### src/rtl/alarm_clock_ctrl.sv
// Alarm clock controller: time keeping with set handshake, plus an alarm FSM.
// Optional snooze support is enabled by defining the SNOOZE_EN macro.
module alarm_clock_ctrl #(
  parameter int unsigned RING_TIMEOUT_MIN = 10,
  parameter int unsigned SNOOZE_MIN       = 9
) (
  input  logic       clk256_i,
  input  logic       reset_ni,
  input  logic       one_second_i,
  input  logic       one_minute_i,
  input  logic       fast_req_i,
  output logic       fast_mode_o,
  input  logic       set_req_i,
  input  logic [4:0] set_hour_i,
  input  logic [5:0] set_min_i,
  output logic       set_ack_o,
  output logic       set_err_o,
  input  logic       alarm_set_i,
  input  logic       alarm_en_i,
  input  logic       alarm_off_i,
  input  logic       snooze_i,
  output logic [4:0] cur_hour_o,
  output logic [5:0] cur_min_o,
  output logic       alarm_active_o,
  output logic       colon_o
);

  typedef enum logic [1:0] {StRun, StLoad, StAck} time_st_e;
`ifdef SNOOZE_EN
  typedef enum logic [1:0] {StIdle, StArmed, StRing, StSnooze} alarm_st_e;
  localparam logic [6:0] SnoozeLim = 7'(SNOOZE_MIN);
`else
  typedef enum logic [1:0] {StIdle, StArmed, StRing} alarm_st_e;
  logic unused_snooze;
  assign unused_snooze = snooze_i;
`endif
  localparam logic [6:0] TimeoutLim = 7'(RING_TIMEOUT_MIN);

  time_st_e  time_q, time_d;
  alarm_st_e alarm_q, alarm_d;
  logic [4:0] hour_q, hour_d, al_hour_q, al_hour_d;
  logic [5:0] min_q, min_d, al_min_q, al_min_d;
  logic [5:0] cnt_q, cnt_d;
  logic       err_q, err_d;
  logic       fast_q, fast_d;
  logic       colon_q, colon_d;

  logic       set_valid;
  logic       inc;
  logic [4:0] inc_hour;
  logic [5:0] inc_min;
  logic [6:0] cnt_inc;

  assign set_valid = (set_hour_i <= 5'd23) && (set_min_i <= 6'd59);
  // Minute pulses arriving while a set is being loaded are dropped.
  assign inc       = one_minute_i && (time_q != StLoad);
  assign cnt_inc   = {1'b0, cnt_q} + 7'd1;

  always_comb begin
    inc_hour = hour_q;
    inc_min  = min_q + 6'd1;
    if (min_q == 6'd59) begin
      inc_min  = 6'd0;
      inc_hour = (hour_q == 5'd23) ? 5'd0 : hour_q + 5'd1;
    end
  end

  always_comb begin
    time_d = time_q;
    hour_d = hour_q;
    min_d  = min_q;
    err_d  = err_q;
    if (inc) begin
      hour_d = inc_hour;
      min_d  = inc_min;
    end
    case (time_q)
      StRun: begin
        if (set_req_i) time_d = StLoad;
      end
      StLoad: begin
        if (set_valid) begin
          hour_d = set_hour_i;
          min_d  = set_min_i;
          err_d  = 1'b0;
        end else begin
          err_d  = 1'b1;
        end
        time_d = StAck;
      end
      StAck: begin
        if (!set_req_i) time_d = StRun;
      end
      default: time_d = StRun;
    endcase
    fast_d  = fast_req_i && (time_d == StRun);
    colon_d = colon_q ^ one_second_i;
  end

  always_comb begin
    al_hour_d = al_hour_q;
    al_min_d  = al_min_q;
    if (alarm_set_i && set_valid) begin
      al_hour_d = set_hour_i;
      al_min_d  = set_min_i;
    end
  end

  always_comb begin
    alarm_d = alarm_q;
    cnt_d   = cnt_q;
    case (alarm_q)
      StIdle: alarm_d = StArmed;
      StArmed: begin
        // Only a running-clock increment can start the ring, never a time load.
        if (inc && (inc_hour == al_hour_q) && (inc_min == al_min_q)) begin
          alarm_d = StRing;
          cnt_d   = 6'd0;
        end
      end
      StRing: begin
        if (alarm_off_i) begin
          alarm_d = StArmed;
`ifdef SNOOZE_EN
        end else if (snooze_i) begin
          alarm_d = StSnooze;
          cnt_d   = 6'd0;
`endif
        end else if (one_minute_i) begin
          cnt_d = cnt_inc[5:0];
          if (cnt_inc >= TimeoutLim) alarm_d = StArmed;
        end
      end
`ifdef SNOOZE_EN
      StSnooze: begin
        if (alarm_off_i) begin
          alarm_d = StArmed;
        end else if (one_minute_i) begin
          cnt_d = cnt_inc[5:0];
          if (cnt_inc >= SnoozeLim) begin
            alarm_d = StRing;
            cnt_d   = 6'd0;
          end
        end
      end
`endif
      default: alarm_d = StIdle;
    endcase
    if (!alarm_en_i) alarm_d = StIdle;
  end

  always_ff @(posedge clk256_i or negedge reset_ni) begin
    if (!reset_ni) begin
      time_q    <= StRun;
      alarm_q   <= StIdle;
      hour_q    <= 5'd0;
      min_q     <= 6'd0;
      al_hour_q <= 5'd0;
      al_min_q  <= 6'd0;
      cnt_q     <= 6'd0;
      err_q     <= 1'b0;
      fast_q    <= 1'b0;
      colon_q   <= 1'b0;
    end else begin
      time_q    <= time_d;
      alarm_q   <= alarm_d;
      hour_q    <= hour_d;
      min_q     <= min_d;
      al_hour_q <= al_hour_d;
      al_min_q  <= al_min_d;
      cnt_q     <= cnt_d;
      err_q     <= err_d;
      fast_q    <= fast_d;
      colon_q   <= colon_d;
    end
  end

  assign set_ack_o      = (time_q == StAck);
  assign set_err_o      = err_q;
  assign fast_mode_o    = fast_q;
  assign colon_o        = colon_q;
  assign cur_hour_o     = hour_q;
  assign cur_min_o      = min_q;
  assign alarm_active_o = (alarm_q == StRing);

endmodule

### config.mk
export PLATFORM = sky130hd
export DESIGN_NAME = alarm_clock_ctrl
export DESIGN_NICKNAME = d
export VERILOG_FILES = /design/src/rtl/alarm_clock_ctrl.sv
export SDC_FILE = /design/constraint.sdc
export NUM_CORES = 1
export LEC_CHECK = 0
export ABC_CLOCK_PERIOD_IN_PS = 3750
export BUFFER_PORTS_ARGS = -buffer_cell sky130_fd_sc_hd__clkbuf_2
export CAP_MARGIN = 20
export CORE_MARGIN = 1.5
export CORE_UTILIZATION = 50
export CTS_CLUSTER_DIAMETER = 40
export DETAILED_ROUTE_END_ITERATION = 8
export PLACE_DENSITY_LB_ADDON = 0.15
export SYNTH_ARGS = -nofsm -noshare
export SYNTH_HDL_FRONTEND = slang
export SYNTH_SLANG_ARGS = --single-unit
### constraint.sdc
create_clock -name clk256_i -period 3.75 [get_ports clk256_i]
set_clock_uncertainty 0.05 [all_clocks]
set_input_delay 0.375 -clock clk256_i [delete_from_list [all_inputs] [get_ports clk256_i]]
set_output_delay 0.375 -clock clk256_i [all_outputs]
set_load 0.005 [all_outputs]
=== Word level (Yosys, flattened, before mapping) ===
Cells that the tools add are included.

* Output and inout port bits: 16
* Logic and storage cells: 67
* Flip-flop bits (word level): 35
* Bits of input ports: 21

* Add/sub/neg operators: 3
* Reductions and logical operators: 12
* Magnitude comparators: 3
* Mux-type cells: 23
* Equality and inequality tests: 15
* Bitwise gates (word level): 1

{| class="wikitable"
|+ Operator list
! operator !! number
|-
| $mux 6 || 7
|-
| $mux 5 || 5
|-
| $mux 2 || 7
|-
| $pmux 2 s3 || 2
|-
| $pmux 6 s2 || 1
|-
| $add 6x1->7 const B || 1
|-
| $ge 7x4->1 const B || 1
|-
| $add 6x1->6 const B || 1
|-
| $eq 6x6->1 || 1
|-
| $eq 6x6->1 const B || 1
|-
| $le 6x6->1 const B || 1
|-
| $logic_and 1x1->1 || 6
|-
| $logic_not 2->1 || 3
|-
| $ne 2x2->1 const B || 3
|-
| $add 5x1->5 const B || 1
|-
| $eq 5x5->1 || 1
|-
| $eq 5x5->1 const B || 1
|-
| $le 5x5->1 const B || 1
|-
| $eq 2x1->1 const B || 2
|-
| $eq 2x2->1 const B || 2
|-
| $ne 4x3->1 const B || 1
|-
| $ne 4x4->1 const B || 1
|-
| $reduce_and 4->1 || 1
|-
| $ne 3x3->1 const B || 1
|-
| 5 further kinds || 5
|}

=== Depth between registers and ports, before layout ===
Gate-level depths: netlist (run 1).

* Word-level depth: 9
* Depth in mapped cells: 9
* Depth with buffers taken out: 8

=== Worst setup path after synthesis (run 1) ===
No wires, ideal clock.

* Kind: register to register
* Start point: reg hour_q[0], in the netlist cur_hour_o[0]
* End point: reg cnt_q[2]
* Required time: 3.578 ns
* Cell stages (with the launch flop): 10
* Arrival time: 2.528 ns
* Period minus slack after synthesis: 2.700 ns
* Path buffers: 1
* Library setup time: 0.122 ns
* Path slack: 1.050 ns
* Path through: dfrtp_1 > ha_1 > buf_2 > and3_1 > nor4_2 > nor3_1 > nand3b_1 > or4_4 > or3_1 > a32o_1

* Cells in the longest elaborated chain, start to end: 8
* Elaborated cells between the ends (all ways): 9
* Classes of those cells: add/sub: 1; eq/ne: 3; mux: 2; reduce/logical: 3

{| class="wikitable"
|+ Ends and longest elaborated chain
! what !! line !! source
|-
| from (decl) || 41 || <nowiki>logic [4:0] hour_q, hour_d, al_hour_q, al_hour_d;</nowiki>
|-
| from (signal assigned) || 167 || <nowiki>hour_q <= hour_d;</nowiki>
|-
| $add 5x1->5 or $eq 5x5->1 (tied branches) || 64 || <nowiki>inc_hour = (hour_q == 5'd23) ? 5'd0 : hour_q + 5'd1;</nowiki>
|-
| $mux 5 || 64 ||
|-
| $mux 5 * || 62 || <nowiki>if (min_q == 6'd59) begin</nowiki>
|-
| $eq 5x5->1 * || 116 || <nowiki>if (inc && (inc_hour == al_hour_q) && (inc_min == al_min_q)) begin</nowiki>
|-
| $logic_and 1x1->1 * (2 in series) || 116 ||
|-
| $ne 2x2->1 (no source line) * || -- ||
|-
| $reduce_and 4->1 (no source line) * || -- ||
|-
| to (signal assigned) || 171 || <nowiki>cnt_q <= cnt_d;</nowiki>
|-
| to (decl) || 43 || <nowiki>logic [5:0] cnt_q, cnt_d;</nowiki>
|}

Every way passes the cells marked *; elsewhere a longest branch is shown, timed or not.
A chain may end at the register's enable or synchronous reset.

=== Worst setup path after layout (run 1) ===
* Start point: reg min_q[0], in the netlist cur_min_o[0]
* End point: reg cnt_q[2]

* Cells in the longest elaborated chain, start to end: 7
* Elaborated cells between the ends (all ways): 10
* Classes of those cells: add/sub: 1; eq/ne: 4; mux: 2; reduce/logical: 3

{| class="wikitable"
|+ Ends and longest elaborated chain
! what !! line !! source
|-
| from (decl) || 42 || <nowiki>logic [5:0] min_q, min_d, al_min_q, al_min_d;</nowiki>
|-
| from (signal assigned) || 168 || <nowiki>min_q <= min_d;</nowiki>
|-
| branches (longest 4 deep; another with $add 6x1->6) || -- ||
|-
| $logic_and 1x1->1 * || 116 ||
|-
| $ne 2x2->1 (no source line) * || -- ||
|-
| $reduce_and 4->1 (no source line) * || -- ||
|}

Every way passes the cells marked *.

==> results of run 1 <==
## cell type report
cell class	count	area (um^2)
clock buffer	6	72.57
fill	377	1673
inverter	9	33.78
multi-input combinational	173	1194
sequential	35	875.8
tap	50	62.56
timing repair buffer	35	175.2
## cells by family (layout without fill, tap and decap cells)
| logic type | Yosys count | after routing | share of synthesized area, % |
|---|---|---|---|
| buffers and inverters | 20 | 50 | 4.337 |
| adders and majority gates | 4 | 4 | 2.314 |
| muxes | 10 | 10 | 5.205 |
| AOI/OAI and AO/OA | 56 | 56 | 17.18 |
| xor gates and xnor gates | 14 | 14 | 5.668 |
| and+or+nand+nor | 89 | 89 | 24.81 |
| DFF | 35 | 35 | 40.49 |
## power groups by stage
stage / Sequential (mW) / Combinational (mW) / Clock (mW)
after floorplan: 0.558 / 0.517 / 0
final: 0.627 / 0.622 / 0.243
after global routing: 0.644 / 0.696 / 0.272
after CTS: 0.626 / 0.621 / 0.255
after detailed placement: 0.631 / 0.619 / 0
after global placement: 0.630 / 0.614 / 0
## flip-flops by register name, indices dropped and copies added (netlist names)
| register | flops |
|---|---|
| al_min_q | 6 |
| cnt_q | 6 |
| cur_min_o | 6 |
| al_hour_q | 5 |
| cur_hour_o | 5 |
| alarm_q | 2 |
| time_q | 2 |
| colon_o | 1 |
| fast_mode_o | 1 |
| set_err_o | 1 |
## cells in the final DEF (no fill, tap or decap), types with 3 or more instances in the layout
| cell type | synthesis | layout |
|---|---|---|
| sky130_fd_sc_hd__dfrtp_1 | 35 | 35 |
| sky130_fd_sc_hd__or3_1 | 3 | 3 |
| sky130_fd_sc_hd__nor3_1 | 4 | 4 |
| sky130_fd_sc_hd__ha_1 | 4 | 4 |
| sky130_fd_sc_hd__clkbuf_2 | 0 | 35 |
| sky130_fd_sc_hd__inv_1 | 9 | 9 |
| sky130_fd_sc_hd__o21ai_0 | 13 | 13 |
| sky130_fd_sc_hd__xor2_1 | 8 | 8 |
| sky130_fd_sc_hd__nand2b_1 | 3 | 3 |
| sky130_fd_sc_hd__nand2_1 | 17 | 17 |
| sky130_fd_sc_hd__o21ai_1 | 3 | 3 |
| sky130_fd_sc_hd__nand3_1 | 5 | 5 |
| sky130_fd_sc_hd__xnor2_1 | 6 | 6 |
| sky130_fd_sc_hd__a21oi_1 | 10 | 10 |
| sky130_fd_sc_hd__a31oi_1 | 4 | 4 |
| sky130_fd_sc_hd__o22ai_1 | 5 | 5 |
| sky130_fd_sc_hd__and3_1 | 5 | 5 |
| sky130_fd_sc_hd__clkbuf_8 | 0 | 5 |
| sky130_fd_sc_hd__nor2_1 | 22 | 22 |
| sky130_fd_sc_hd__mux2_2 | 10 | 10 |
| sky130_fd_sc_hd__nand3b_1 | 4 | 4 |
| sky130_fd_sc_hd__nor2b_1 | 5 | 5 |
| sky130_fd_sc_hd__o211ai_1 | 4 | 4 |
## critical path, stage by stage, from the launching register on
cell	delay [ns]
sky130_fd_sc_hd__dfrtp_1	0.47
sky130_fd_sc_hd__ha_1	0.47
sky130_fd_sc_hd__nor2b_2	0.35
sky130_fd_sc_hd__nand2_2	0.14
sky130_fd_sc_hd__o21ai_0	0.22
sky130_fd_sc_hd__xor2_1	0.09
sky130_fd_sc_hd__or4_4	0.53
sky130_fd_sc_hd__or3_1	0.38
sky130_fd_sc_hd__a32o_1	0.27
## worst paths after layout
| check | startpoint | to | slack [ns] |
|---|---|---|---|
| worst max-delay path | cur_min_o[0] | cnt_q[2] | 0.67 |
| worst min-delay path | reset_ni | cnt_q[5] | 0.14 |
| worst max register to register | cur_min_o[0] | cnt_q[2] | 0.67 |
| worst min register to register | colon_o | colon_o | 0.42 |
| max in group asynchronous | reset_ni | al_min_q[4] | 2.97 |
| min in group clk256_i | one_second_i | colon_o | 0.22 |
## metal layers
layer | GRT usage (%) | wire length, um
met5 | 0 | 0
met4 | 7.843 | 87
met3 | 5.519 | 226
met2 | 34.50 | 2169
met1 | 29.63 | 2251
==> flow_results.org, run 1 <==
** Outcome
- The flow ran to the end, and the final reports show no timing, DRC or antenna violations.

** Routing
- The pre-antenna-repair detailed-routing pass consisted of 4 iterations.
- The routed design has 4.733 mm of wire.
- In this run the remaining antenna-violating nets after routing total 0.
- Post-DR vias/cell :: 5.919
- Post-detailed-route DRC marker count :: 0
- Number of design-rule violations left by the first detailed-router iteration :: 142
- Dividing the detail-routed wire length by the instance count gives 15.37 um.
- For this block, the via count after detailed routing is between 1500 and 2000.

** GRT
- Vias in the first global route :: ~1600
- Across every metal layer, demand over resource in global routing totals roughly 22%.
- First-pass GRT wire length :: between 7 and 8 mm
- Number of antenna violations at the first check in global routing :: 0
- Pin count of the biggest net entering global routing :: 36
- Grt total ovfl :: 0

** Floorplan
- Row generation in the floorplan step produced 23 rows.
- For this configuration, the core starts out at a cell density of 52.94%.
- Floorplan Core Area :: 4086 um^2
- In this run the horizontal extent of the chip is around 69 um.
- In this run the vertical extent of the chip is ~69 um.
- Floorplan die area :: around 4700 um^2
- Num ports :: 37

** Clock network
- Latest clock arrival within the worst-skew pair :: 0.28 ns
- Clock sink count :: 35
- After clock tree synthesis, the repair step resized 0 gates.
- # hold bufs at CTS :: 0
- TritonCTS clock tree :: yes
- The H-tree generated during clock tree synthesis spans 2 levels.
- The number of clock buffers added by TritonCTS is 5.
- The longest clock path from root to sink contains 2 buffers.
- Number of setup buffers added after CTS :: 0
- Clock tree synthesis selected as its root buffer the cell sky130_fd_sc_hd__clkbuf_8.
- After clock tree synthesis, the clock-pin slew on the worst setup and hold paths is 0.06 ns.

** Placement
- Area of placed instances :: between 2000 and 2500 um^2
- Count of input and output buffers :: 35
- Post-DP HPWL :: roughly 3.5 mm
- Placed cells :: 302
- Before CTS, the worst setup slack after placement is about 0.70 ns.
- Routability congestion estimate from global placement :: 0.8289

** STA
- Worst slew margin relative to its limit :: 42.39%
- Worst hold margin :: between 0.1 and 0.15 ns
- Setup repair after global routing left no endpoint under its margin.
- Min setup slack post-route :: about 0.67 ns
- The worst path needs 3.084 ns of the cycle, external delays included.
- Timing would allow up to about 320 MHz.
- The count of endpoints failing hold in the final timing report was 0.
- Setup violations remaining at the end of the flow were counted as 0.
- Part of the cycle the worst path needs :: 82.25%
- For the pin with the worst max-slew slack, the measured transition is roughly 0.86 ns.
- Number of max-slew violations in the final report :: 0
- Setup Total Neg Slack :: 0 ns

** Logic synthesis
- Share of synthesized area occupied by flip-flops and latches :: about 40%
- Synthesis inferred 35 register bits.
- Ys Warns :: 0
- Synthesis handed over a netlist of between 200 and 250 instances.
- In this run, distinct cell masters in the synthesized netlist total 54.
- In the post-synthesis netlist, the biggest area contributors are sky130_fd_sc_hd__dfrtp_1, sky130_fd_sc_hd__mux2_2, sky130_fd_sc_hd__nor2_1.
- Fraction of synthesized cell area taken by the top area cell type :: 40.49%
- Commonest cells in the netlist :: sky130_fd_sc_hd__dfrtp_1, sky130_fd_sc_hd__nor2_1, sky130_fd_sc_hd__nand2_1, sky130_fd_sc_hd__o21ai_0
- Summing every instance area after synthesis gives roughly 2200 um^2.
- Post-synth EDFFs :: 0
- Of all flip-flops after synthesis, the portion carrying an async set or reset was 100.0%.
- Each instance of the synthesized netlist takes up on average between 9 and 10 um^2.
- The number of nets handed over by synthesis was between 200 and 300.
- Dominant synthesized flop cell :: sky130_fd_sc_hd__dfrtp_1
- Most used standard cell by instance count after synthesis :: sky130_fd_sc_hd__dfrtp_1
- Cell taking the most area after synthesis :: sky130_fd_sc_hd__dfrtp_1

** Power and ir drop
- Relative contribution of combinational cells to total power :: between 40% and 50%
- Dividing total power by cell area gives a power density of approximately 620 nW/um^2.
- Int Pwr :: 884.6 uW
- Per report_power, the sequential group accounts for a little over two fifths of the total.
- Power spent charging and discharging nets :: approximately 610 uW
- Worst VDD drop :: between 0.0003 and 0.0004 V
- In this run the static leakage power is ~1.1 nW.
- Power comes to 1.492 mW.
- Fraction of power spent switching nets :: 40.70%
- Portion of total power attributed to the clock network :: around 16%

** Worst setup path
- Cells on worst reg2reg path :: 8
- Data on the critical path arrives at its endpoint at 3.20 ns.
- Kind of launch point of the worst setup path :: flop
- The setup path with the least slack is of type reg2reg.
- Data on the critical path is required at its endpoint by between 3 and 4 ns.
- Critical path capture point type :: flop
- Along the worst path, the maximum fanout reaches 9.

** Min path
- The worst hold path belongs to the class in2async.

** Layout
- Layout overhead on the synthesized area :: 11.57%
- Count of nets after finishing :: roughly 280
- Measured on the finished design, the core utilization comes to 59.06%.
- Number of non-filler instances in the completed layout :: around 300
- The repair_antennas step left the layout with diodes totalling 0.
- Fraction of final layout cells sized beyond drive strength 1 :: approximately a quarter
- Once layout is done, the placed cells without fillers occupy about 2400 um^2.

** Flow run
- Number of max-capacitance violations reported :: 0
Power figures use the tool's default switching activity.
==> run 2: changes to the inputs <==
--- a/config.mk
+++ b/config.mk
@@ -5,7 +5,8 @@
 export SDC_FILE = /design/constraint.sdc
 export NUM_CORES = 1
 export LEC_CHECK = 0
-export ABC_CLOCK_PERIOD_IN_PS = 3750
+export ABC_AREA = 1
+export ABC_CLOCK_PERIOD_IN_PS = 3000
 export BUFFER_PORTS_ARGS = -buffer_cell sky130_fd_sc_hd__clkbuf_2
 export CAP_MARGIN = 20
 export CORE_MARGIN = 1.5
==> constraint.sdc (replaced) <==
create_clock -name clk256_i -period 3 [get_ports clk256_i]
set_clock_uncertainty 0.05 [all_clocks]
set_input_delay 0.3 -clock clk256_i [delete_from_list [all_inputs] [get_ports clk256_i]]
set_output_delay 0.3 -clock clk256_i [all_outputs]
set_load 0.005 [all_outputs]
==> run 2 against run 1 <==
  * Combinational power is 48% higher
  * Worst setup slack better by 0.12 ns
  * Wire length rose by 5.8%
  * Critical path depth rose by 8
  * Non-clock buffer count increased by 3
  * Count of clock-buffer cells in the layout fell by 1
  * Final cell count up 31%
  * Clock power increased by 110%
  * Sequential cell count stayed put
  * Maximum frequency grew 39%
  * Power rose by 46%
  * Sequential share of layout area down 2.5 points
==> flow_results.org, run 2 <==
** Worst setup path
- The slowest stage of the critical path is the sky130_fd_sc_hd__dfrtp_1 cell.
- The kind of cell with the highest combined delay along the critical path is simple AND/OR/NAND/NOR gates.
- The maximum single-stage delay on the critical path came to 0.44 ns (-0.09 ns).
- CP Capture Point :: cnt_q[2]
- Library cell appearing most often on the critical path :: sky130_fd_sc_hd__nand2_1
- The worst setup path is launched from a flop.
- Critical path buffers and inverters :: 1 (+1)
- In this run the critical register-to-register path is launched from cur_min_o[0].
- The worst setup path is of the reg2reg kind.
- Setup slack on the worst flop-to-flop path :: 0.79 ns (+0.12 ns)
- Cells on worst reg2reg path :: 16 (+8)
- Endpoint of the lowest-slack register-to-register path :: cnt_q[2]
- The arrival time reported for the critical path endpoint is 2.39 ns (-0.81 ns).
- CP Data Required Time :: 3.18 ns (-0.69 ns)
- Critical path capture point type :: flop
- Chain of cells forming the critical path :: ha_1, nand2_1, nor2_4, nand2_4, nand2_1, nand2_1, nand2_1, inv_1, nand2_1, nor2_2, nand3_1, nor2_1, nand3_2, nand2_2, nand2_1, nand2_1
- In this run the worst setup path begins at cur_min_o[0].
- Maximum fanout along the worst path :: 17 (+8)
- The depth of the critical timing path with buffers and inverters included was 16 (+8).

** Logic synthesis
- Post-Synthesis Net Count :: 336 (+33%)
- Sorting the synthesized cells by how often they occur yields sky130_fd_sc_hd__nand2_1, sky130_fd_sc_hd__inv_1, sky130_fd_sc_hd__dfrtp_1, sky130_fd_sc_hd__nand3_1, sky130_fd_sc_hd__nor2_1.
- Cells after Synth :: 311 (+36%)
- The number of synthesized register bits was 35 (unchanged).
- The async set or reset register ratio after synthesis was 100.0% (unchanged).
- The count of cell types in the netlist came to 31 (-43%).
- The share of synthesized area occupied by flip-flops and latches is 39.35% (-1.1 points).
- The average instance area after synthesis was 7.157 um^2 (-25%).
- Ys Warns :: 0 (unchanged)
- Post-synthesis cell area :: 2226 um^2 (+2.9%)
- The proportion of netlist area held by the largest area contributor was 39.35% (-1.1 points).
- Yosys attributes the largest share of cell area to sky130_fd_sc_hd__dfrtp_1, sky130_fd_sc_hd__nand2_1, sky130_fd_sc_hd__inv_1.
- The biggest area contributor in the post-synthesis netlist is sky130_fd_sc_hd__dfrtp_1.
- The most common cell in the synthesized netlist is sky130_fd_sc_hd__nand2_1.
- Post-synth EDFFs :: 0 (unchanged)
- Dominant synthesized flop cell :: sky130_fd_sc_hd__dfrtp_1

** Layout
- Count of nets after finishing :: 377 (+33%)
- The area growth from synthesis to layout is 16.53%.
- Ant diodes :: 0 (unchanged)
- Footprint of the flip-flops and latches :: 875.8 um^2 (unchanged)
- Fraction of final layout cells sized beyond drive strength 1 :: 18.41% (-6.0 points)
- The library cell used most frequently in the layout, excluding fill and tap cells, is sky130_fd_sc_hd__nand2_1.
- Number of fill cells in the layout :: 408 (+8.2%)
- Combined area of the multi-input logic cells :: 1117 um^2 (-6.4%)
- The library cells used most frequently in the layout, excluding fill and tap cells, are sky130_fd_sc_hd__nand2_1, sky130_fd_sc_hd__inv_1, sky130_fd_sc_hd__dfrtp_1, sky130_fd_sc_hd__clkbuf_2.

** Floorplan
- The core area came to 4324 um^2 (+5.8%).
- Floorplan die width :: 69.72 um (+1.4%)
- Floorplan die area :: 4861 um^2 (+2.8%)
- The die height was 69.72 um (+1.4%).
- Effective utilization at floorplan :: 51.48% (-1.5 points)
- # rows :: 24 (+4.3%)
- The I/O pin count is 37 (unchanged).

** GRT
- Met2 track demand over resource in global routing :: 35.04% (+0.55 points)
- met2 is the most crowded layer.
- Met3 track demand over resource in global routing :: 4.360% (-1.2 points)
- Vias in the first global route :: 1850 (+13%)
- GRT Resource Usage Total :: 22.26% (+0.22 points)
- The initial antenna violation count came to 0 (unchanged).
- Grt total ovfl :: 0 (unchanged)
- First-pass GRT wire length :: 8.666 mm (+14%)
- Global-route track usage on met1 :: 31.48% (+1.9 points)
- The pin count of the biggest net entering global routing is 36 (unchanged).

** Flow run
- The total of max-cap violations was 0 (unchanged).

** STA
- Worst slew pin tran :: 0.8911 ns (+0.02688 ns)
- The post-route clock period utilization is 73.74% (-8.5 points).
- Shortest period the worst path allows :: 2.212 ns (-0.8722 ns)
- Total count of hold-check failures in the final report :: 0 (unchanged)
- Setup Total Neg Slack :: 0 ns (unchanged)
- The max-slew headroom at the worst pin was 40.59% (-1.8 points).
- Worst hold margin :: 0.06883 ns (-0.07531 ns)
- The count of final setup violators is 0 (unchanged).
- The maximum achievable frequency came to 452.1 MHz (+39%).
- Number of max-slew violations in the final report :: 0 (unchanged)
- Setup repair after global routing left no endpoint under its margin.

** Clock network
- The number of clock sinks seen by CTS came to 35 (unchanged).
- The clock insertion delay at the later pin of the skew report was 0.29 ns (about the same).
- The worst-case clock buffer depth was 2 (unchanged).
- Buffer type at the clock tree root :: sky130_fd_sc_hd__clkbuf_8
- Clock transition at the registers of the reported paths :: 0.08 ns (+0.02 ns)
- Number of setup buffers added after CTS :: 0 (unchanged)
- TritonCTS clock tree :: yes
- The clock buffer count from CTS came to 5 (unchanged).
- H-tree depth reported by CTS :: 2 (unchanged)
- The post-cts repair resize count is 0 (unchanged).
- # hold bufs at CTS :: 0 (unchanged)

** Power and ir drop
- Worst VDD drop :: 0.0004357 V (+9.0%)
- Pwr/cell area :: 841.7 nW/um^2 (+36%)
- The sum of internal, switching and leakage power is 2.183 mW (+46%).
- P_leak :: 1.408 nW (+33%)

** Placement
- Routability congestion estimate from global placement :: 0.8422 (+1.6%)
- The number of port buffers was 35 (unchanged).
- Post-DP HPWL :: 3.714 mm (+5.8%)

** Routing
- Aggregate routed wire length :: 5.007 mm (+5.8%)
- Number of iterations in the first detailed-routing pass :: 4 (unchanged)
- The post-route antenna net violation count was 0 (unchanged).
- The post-detailed-route DRC marker count was 0 (unchanged).
- The detailed-route vias per instance was 5.094 (-14%).
- Total via count after detailed routing :: 2063 (+13%)
- The violation count after the first detailed-route iteration is 53 (-63%).
- The average wire length per cell after detail routing was 12.36 um (-20%).

** Min path
- Class of the worst hold path :: in2async

** Outcome
- The run finished with clean final reports.
[run 2: cell count changes after synthesis, sizes merged, moves of 6 or more]
cell	delta
buf	-6
nand3	+27
mux2	-9
o221ai	+7
inv	+44
nor2	+12
a21oi	-6
xor2	-6
nor2b	-6
nand2	+75
[run 2: logic make-up after synthesis]
| family | synth area share [%] |
|---|---|
| AOI/OAI and AO/OA | 9.950 |
| xor gates and xnor gates | 1.181 |
| adders and majority gates | 2.249 |
| buffers and inverters | 10.46 |
| DFF | 39.35 |
| muxes | 0.5059 |
| and+or+nand+nor | 36.31 |
[run 2: worst register-to-register path, stage by stage, from the launching register on]
cell and delay (ns):
sky130_fd_sc_hd__dfrtp_1 0.44, sky130_fd_sc_hd__ha_1 0.27, sky130_fd_sc_hd__nand2_1 0.11, sky130_fd_sc_hd__nor2_4 0.04, sky130_fd_sc_hd__nand2_4 0.18, sky130_fd_sc_hd__nand2_1 0.12, sky130_fd_sc_hd__nand2_1 0.07, sky130_fd_sc_hd__nand2_1 0.05
sky130_fd_sc_hd__inv_1 0.07, sky130_fd_sc_hd__nand2_1 0.06, sky130_fd_sc_hd__nor2_2 0.07, sky130_fd_sc_hd__nand3_1 0.09, sky130_fd_sc_hd__nor2_1 0.12, sky130_fd_sc_hd__nand3_2 0.15, sky130_fd_sc_hd__nand2_2 0.13, sky130_fd_sc_hd__nand2_1 0.06
sky130_fd_sc_hd__nand2_1 0.06
[run 2: routing by layer]
metal  vias to the layer above  share of wire (%)
met5                         -                  0
met4                         0                1.2
met3                         5                3.5
met2                        34                 45
met1                       938                 50
li1                       1086                  -
[run 2: worst min-delay path by stage]
stage | depth (start not counted) | from | to
global route | 2 | set_req_i | fast_mode_o
finish | 1 | reset_ni | cur_min_o[4]
floorplan | 0 | reset_ni | al_hour_q[0]
detailed placement | 1 | time_q[0] | time_q[0]
CTS | 1 | reset_ni | cnt_q[5]
global placement | 1 | time_q[0] | time_q[0]
[run 2: per-stage QoR]
stage | utilization, % | area (um^2) | setup slack [ns] | instances
after floorplan | - | 2226 | 1.093 | 311
after global placement | 56.83 | 2457 | 0.8244 | 397
after detailed placement | 56.83 | 2457 | 0.8143 | 397
after CTS | 59.98 | 2594 | 0.7878 | 405
after global routing | 59.98 | 2594 | 0.5174 | 405
final | 59.98 | 2594 | 0.7879 | 405
[run 2: layout make-up]
| type | count | share of cell area, % |
|---|---|---|
| Tap cell | 52 | 2.508 |
| Timing Repair Buffer | 38 | 7.622 |
| Multi-Input combinational cell | 219 | 43.08 |
| Inverter | 53 | 7.767 |
| Clock buffer | 5 | 2.653 |
| Sequential cell | 35 | 33.77 |
| Clock inverter | 3 | 2.605 |
[run 2: power by group]
part / switching (mW) / internal, mW / total, mW
Sequential: 0.156 / 0.596 / 0.752
Combinational: 0.547 / 0.370 / 0.918
Clock: 0.183 / 0.332 / 0.514
